--- src/rtl/bsr_pkg.sv ---
// Shared types and instruction decode for the boundary-scan register engine.
// Macro BSR_CLAMP_EN enables the CLAMP instruction; without it code 011 decodes as BYPASS.
package bsr_pkg;

  typedef enum logic [2:0] {
    EXTEST         = 3'b000,
    SAMPLE_PRELOAD = 3'b001,
    INTEST         = 3'b010,
    CLAMP          = 3'b011,
    BYPASS         = 3'b111
  } bsr_instr_t;

  typedef struct packed {
    logic boundary;  // scan through the boundary chain instead of the bypass bit
    logic drive_ur;  // p_o driven from the update latches instead of p_i
  } bsr_sel_t;

  // Unknown codes fall back to BYPASS so a bad IR load can never drive pins.
  function automatic bsr_instr_t legalize_instr(logic [2:0] code);
    bsr_instr_t instr;
    case (code)
      3'b000:  instr = EXTEST;
      3'b001:  instr = SAMPLE_PRELOAD;
      3'b010:  instr = INTEST;
`ifdef BSR_CLAMP_EN
      3'b011:  instr = CLAMP;
`endif
      default: instr = BYPASS;
    endcase
    return instr;
  endfunction

  function automatic bsr_sel_t decode_instr(bsr_instr_t instr);
    bsr_sel_t sel;
    sel.boundary = (instr == EXTEST) || (instr == SAMPLE_PRELOAD) || (instr == INTEST);
    sel.drive_ur = (instr == EXTEST) || (instr == INTEST) || (instr == CLAMP);
    return sel;
  endfunction

endpackage

--- src/rtl/bsr_cell.sv ---
// One boundary-scan cell: a shift/capture stage, an update latch and the pin mux.
module bsr_cell
  import bsr_pkg::*;
(
  input  logic clk,
  input  logic rst,
  input  logic capture,
  input  logic shift,
  input  logic update,
  input  logic si,
  input  logic pi,
  input  logic drive_ur,
  output logic so,
  output logic po
);

  logic sr;
  logic ur;

  // NOTE: registers use non-blocking assignments so every cell samples its
  // neighbour's pre-edge value; blocking here would collapse the chain.
  always_ff @(posedge clk) begin
    if (rst) begin
      sr <= 1'b0;
      ur <= 1'b0;
    end else begin
      if (capture)     sr <= pi;
      else if (shift)  sr <= si;
      if (update)      ur <= sr;
    end
  end

  assign so = sr;
  assign po = drive_ur ? ur : pi;

endmodule

--- src/rtl/bsr_engine.sv ---
// Boundary-scan register engine: IR, bypass bit, shift counter and a chain of bsr_cell.
// Macro BSR_CLAMP_EN enables the CLAMP instruction (see bsr_pkg).
module bsr_engine
  import bsr_pkg::*;
#(
  parameter int CHAIN_LENGTH = 8,
  parameter int CNT_W        = 9
) (
  input  logic                    clk,
  input  logic                    rst,
  input  logic                    enable,
  input  logic                    update_ir,
  input  logic [2:0]              instr_i,
  input  logic                    capture_dr,
  input  logic                    shift_dr,
  input  logic                    update_dr,
  input  logic                    tdi,
  input  logic [CHAIN_LENGTH-1:0] p_i,
  output logic [CHAIN_LENGTH-1:0] p_o,
  output logic                    tdo,
  output logic [CNT_W-1:0]        shift_cnt,
  output logic                    length_ok
);

  bsr_instr_t              ir;
  bsr_sel_t                sel;
  logic                    byp;
  logic [CHAIN_LENGTH-1:0] sr;
  logic [CHAIN_LENGTH-1:0] chain_in;
  logic                    do_cap;
  logic                    do_shf;
  logic                    do_upd;

  // Only the highest-priority strobe acts: capture > shift > update.
  assign do_cap = enable & capture_dr;
  assign do_shf = enable & shift_dr & ~capture_dr;
  assign do_upd = enable & update_dr & ~capture_dr & ~shift_dr;

  assign sel      = decode_instr(ir);
  assign chain_in = {sr[CHAIN_LENGTH-2:0], tdi};
  assign tdo      = sel.boundary ? sr[CHAIN_LENGTH-1] : byp;

  for (genvar i = 0; i < CHAIN_LENGTH; i++) begin : g_cell
    bsr_cell u_cell (
      .clk      (clk),
      .rst      (rst),
      .capture  (do_cap & sel.boundary),
      .shift    (do_shf & sel.boundary),
      .update   (do_upd & sel.boundary),
      .si       (chain_in[i]),
      .pi       (p_i[i]),
      .drive_ur (sel.drive_ur),
      .so       (sr[i]),
      .po       (p_o[i])
    );
  end

  // ir is written with <=, so a DR strobe in the same cycle as update_ir
  // still sees the instruction that was active before this edge.
  always_ff @(posedge clk) begin
    if (rst) begin
      ir        <= BYPASS;
      byp       <= 1'b0;
      shift_cnt <= '0;
      length_ok <= 1'b0;
    end else begin
      if (enable & update_ir) ir <= legalize_instr(instr_i);
      if (do_cap) begin
        shift_cnt <= '0;
        if (!sel.boundary) byp <= 1'b0;
      end else if (do_shf) begin
        if (shift_cnt != '1) shift_cnt <= shift_cnt + 1'b1;
        if (!sel.boundary) byp <= tdi;
      end else if (do_upd) begin
        length_ok <= (shift_cnt == CNT_W'(CHAIN_LENGTH));
      end
    end
  end

endmodule

--- config.mk ---
export PLATFORM = sky130hd
export DESIGN_NAME = bsr_engine
export DESIGN_NICKNAME = d
export VERILOG_FILES = /design/src/rtl/bsr_pkg.sv /design/src/rtl/bsr_cell.sv /design/src/rtl/bsr_engine.sv
export SDC_FILE = /design/constraint.sdc
export NUM_CORES = 1
export LEC_CHECK = 0
export ABC_CLOCK_PERIOD_IN_PS = 2460
export BUFFER_PORTS_ARGS = -buffer_cell sky130_fd_sc_hd__buf_2
export CAP_MARGIN = 20
export CORE_UTILIZATION = 55
export CTS_BUF_LIST = sky130_fd_sc_hd__clkbuf_8
export DETAILED_ROUTE_END_ITERATION = 12
export GPL_ROUTABILITY_DRIVEN = 0
export HOLD_SLACK_MARGIN = 0.03
export PLACE_DENSITY = 0.79
export SLEW_MARGIN = 20
export SYNTH_ARGS = -nofsm -noshare
export SYNTH_HDL_FRONTEND = slang
export SYNTH_HIERARCHICAL = 1
export SYNTH_SLANG_ARGS = --single-unit
--- constraint.sdc ---
create_clock -name clk -period 2.46 [get_ports clk]
set_input_delay 0 -clock clk [delete_from_list [all_inputs] [get_ports clk]]
set_output_delay 0 -clock clk [all_outputs]
set_load 0.01 [all_outputs]
==> summary.txt <==
Clocking
  – Worst-path clk slew: roughly 0.060 ns
  – Setup Buffers After CTS: 0
  – Max Root-Sink Buffers: 2
  – Root Buffer: clkbuf_8
  – CTS buffer count: 5
  – CTS H-tree depth: 2
  – CTS sink cnt: 30
  – TritonCTS clock tree: done
  – Clk_lat worst skew: about 0.29 ns

Critical path
  – Critical Path Start: shift_cnt[0]
  – CP arrival: approximately 2.2 ns
  – R2R Path Start: shift_cnt[0]
  – Crit end category: flop
  – CP max FO: 7
  – Worst setup endpoint: shift_cnt[3]
  – Worst r2r dst: shift_cnt[3]
  – Crit path kind: flop to flop
  – Worst EP required: between 2 and 3 ns
  – Reg-to-reg setup timing slack: about 0.54 ns
  – Reg2Reg Depth: 7
  – Setup crit start kind: flop

Drt
  – DR iter-0 viols: 46
  – Post-route DRC: 0
  – 1st-pass router iterations: 4
  – Wire length per cell: 13.97 um
  – Vias post-DR: 1433
  – Routed WL: roughly 3500 um
  – Post-DRT Antenna Nets: 0
  – Via density per instance: ~5.7

Cells and area
  – Filler Cells Inserted: 220
  – Syn-to-layout area delta: 25.60%
  – # nets final: between 200 and 250
  – Most frequent cells in the layout: 37 x buf_2, 30 x dfxtp_1, 17 x mux2i_1
  – Commonest non-fill, non-tap cell in the layout: buf_2
  – Ant. Diodes: 0
  – Layout cells sized above 1: a little under a third

Timing
  – Final clock period utilization by the worst path: 77.97%
  – Final worst slack: between 0.5 and 0.6 ns
  – Unrepaired setup endpoints after global routing: no
  – Final setup viols: 0
  – Worst-margin pin slew: about 0.5 ns
  – Post-layout min period: 1.918 ns
  – Fmax: around 0.52 GHz
  – Worst hold margin: 0.04650 ns
  – Setup TNS: 0 ns
  – Fin. Hold Viols: 0
  – Worst Skew: between 0.006 and 0.007 ns
  – Slew HR: about two thirds
  – Max Slew Vio Count: 0

Logic synthesis
  – Cell variety after synth: 33
  – Yosys reg bits: 30
  – Sequential share of the synthesized area: approximately two fifths
  – Post-synth top area share: 38.16%
  – Post-Syn Instances: 165
  – Synth area leader: dfxtp_1
  – Syn Nets: between 150 and 200
  – Yosys Warn Count: 6
  – Syn Area/Cell: ~9.5 um2
  – Top post-synthesis cells by area: dfxtp_1 38%, mux2i_1 11%, a211oi_2 6.4%
  – Synth Cell Area: roughly 0.0016 mm2

Global routing
  – Initial antenna violation count: 0
  – Number of global-route vias before repair: around 1300
  – GRT Util Overall: between 20% and 30%
  – Gr ovfl total: 0
  – Global-route wire length before repair: around 5700 um
  – Largest net degree at the start of global routing: 24

Power and ir drop
  – LEAKAGE: roughly 0.77 nW
  – Peak supply drop: a little over 0.5 mV
  – Power Dens Cells: around 510 mW/mm2

Place
  – PortBufs: 37
  – DPL Wire Length: roughly 2500 um
  – Place WS: 0.5740 ns

Floorplanning
  – # IOs: 38
  – Chip Width: approximately 55 um
  – Die ar.: 0.003080 mm2
  – Row cnt: 19
  – Initial cell density of the core: about 58%
  – Die Y: ~55 um
  – Core area: about 0.0027 mm2

Worst hold path
  – Worst hold path class: primary input to flop

Flow run
  – Max-cap violations: 0

Run status
  – Status: finished, final reports clean
## cell type report
cell class / count / area [um2] / area share [%]
Inverter: 13 / 48.80 / 2.468
Timing Repair Buffer: 47 / 277.8 / 14.05
Multi-Input combinational cell: 121 / 919.6 / 46.52
Sequential cell: 30 / 600.6 / 30.38
Clock inverter: 2 / 8.758 / 0.4430
Clock buffer: 6 / 82.58 / 4.177
Tap cell: 31 / 38.79 / 1.962
## timing repair
item                       CTS  global route
hold buffers                 7             0
hold endpoints to repair     3             0
setup endpoints to repair    0             0
gates resized for setup      0             0
## synthesized netlist by cell type
| library cell | number |
|---|---|
| a211o_1 | 1 |
| a211oi_2 | 8 |
| a21o_1 | 2 |
| a21oi_1 | 14 |
| and3_1 | 1 |
| and3b_2 | 1 |
| and4bb_2 | 1 |
| buf_2 | 1 |
| dfxtp_1 | 30 |
| ha_1 | 3 |
| inv_1 | 13 |
| mux2_2 | 8 |
| mux2i_1 | 17 |
| nand2_1 | 14 |
| nand2b_1 | 2 |
| nand3_1 | 3 |
| nand3b_1 | 1 |
| nand3b_4 | 1 |
| nand4_1 | 1 |
| nand4bb_2 | 1 |
| nand4bb_4 | 1 |
| nor2_1 | 12 |
| nor2b_1 | 9 |
| nor3_1 | 3 |
| nor4_1 | 1 |
| nor4b_1 | 2 |
| o21ai_0 | 3 |
| o21bai_1 | 2 |
| o311ai_0 | 1 |
| o31ai_1 | 3 |
| o41ai_1 | 1 |
| or4_1 | 3 |
| xnor2_1 | 1 |
## routing by layer
layer | vias to the layer above | track usage (%) | share of wire (%)
met5 | - | 0 | 0
li1 | 707 | - | -
met4 | 0 | 6.786 | 1.2
met2 | 40 | 39.59 | 49
met1 | 681 | 28.30 | 45
met3 | 5 | 8.899 | 4.8
## stage by stage
stage               utilization, %  total power [mW]  instances  area, um2
CTS                          72.31             1.007        250       1977
finish                       72.31             1.002        250       1977
global placement             66.41            0.5957        235       1815
detailed placement           66.41            0.5987        235       1815
global route                 72.31             1.042        250       1977
floorplan                        -            0.5511        165       1574
## flip-flops by register name, indices dropped and copies added (netlist names)
name / flops
byp: 1
g_cell.u_cell/so: 8
g_cell.u_cell/ur: 8
ir: 3
length_ok: 1
shift_cnt: 9
## how the worst min path moves through the flow
| stage | from | to | depth (start not counted) |
|---|---|---|---|
| floorplan | rst | g_cell[0].u_cell/so | 1 |
| global placement | instr_i[0] | ir[0] | 3 |
| detailed placement | instr_i[0] | ir[0] | 3 |
| CTS | p_i[0] | g_cell[0].u_cell/so | 3 |
| global route | p_i[0] | g_cell[0].u_cell/so | 3 |
| finish | p_i[4] | g_cell[4].u_cell/so | 3 |
## critical path, cell delays in order, from the launching register on
cell and delay, ns:
dfxtp_1 0.35, ha_1 0.24, nand2_1 0.07, nor3_1 0.04, ha_1 0.22, nand4bb_4 0.28, or4_1 0.51, a21oi_1 0.15
## cells by family (layout without fill, tap and decap cells)
group / after synthesis / count (layout) / share of synthesized area [%]
compound gates: 35 / 35 / 16.77
xor+xnor: 1 / 1 / 0.5565
fa+ha+maj: 3 / 3 / 2.385
buf+inv: 14 / 68 / 3.418
flops: 30 / 30 / 38.16
mux: 25 / 25 / 16.53
simple gates: 57 / 57 / 22.18
## report_power, final
| group | switching (mW) | total, mW | internal (mW) |
|---|---|---|---|
| combinational | 0.0520 | 0.101 | 0.0488 |
| clock | 0.187 | 0.408 | 0.221 |
| sequential | 0.00399 | 0.494 | 0.490 |
| total | 0.243 | 1.00 | 0.760 |
No activity file was read; power rests on OpenSTA's default activity.
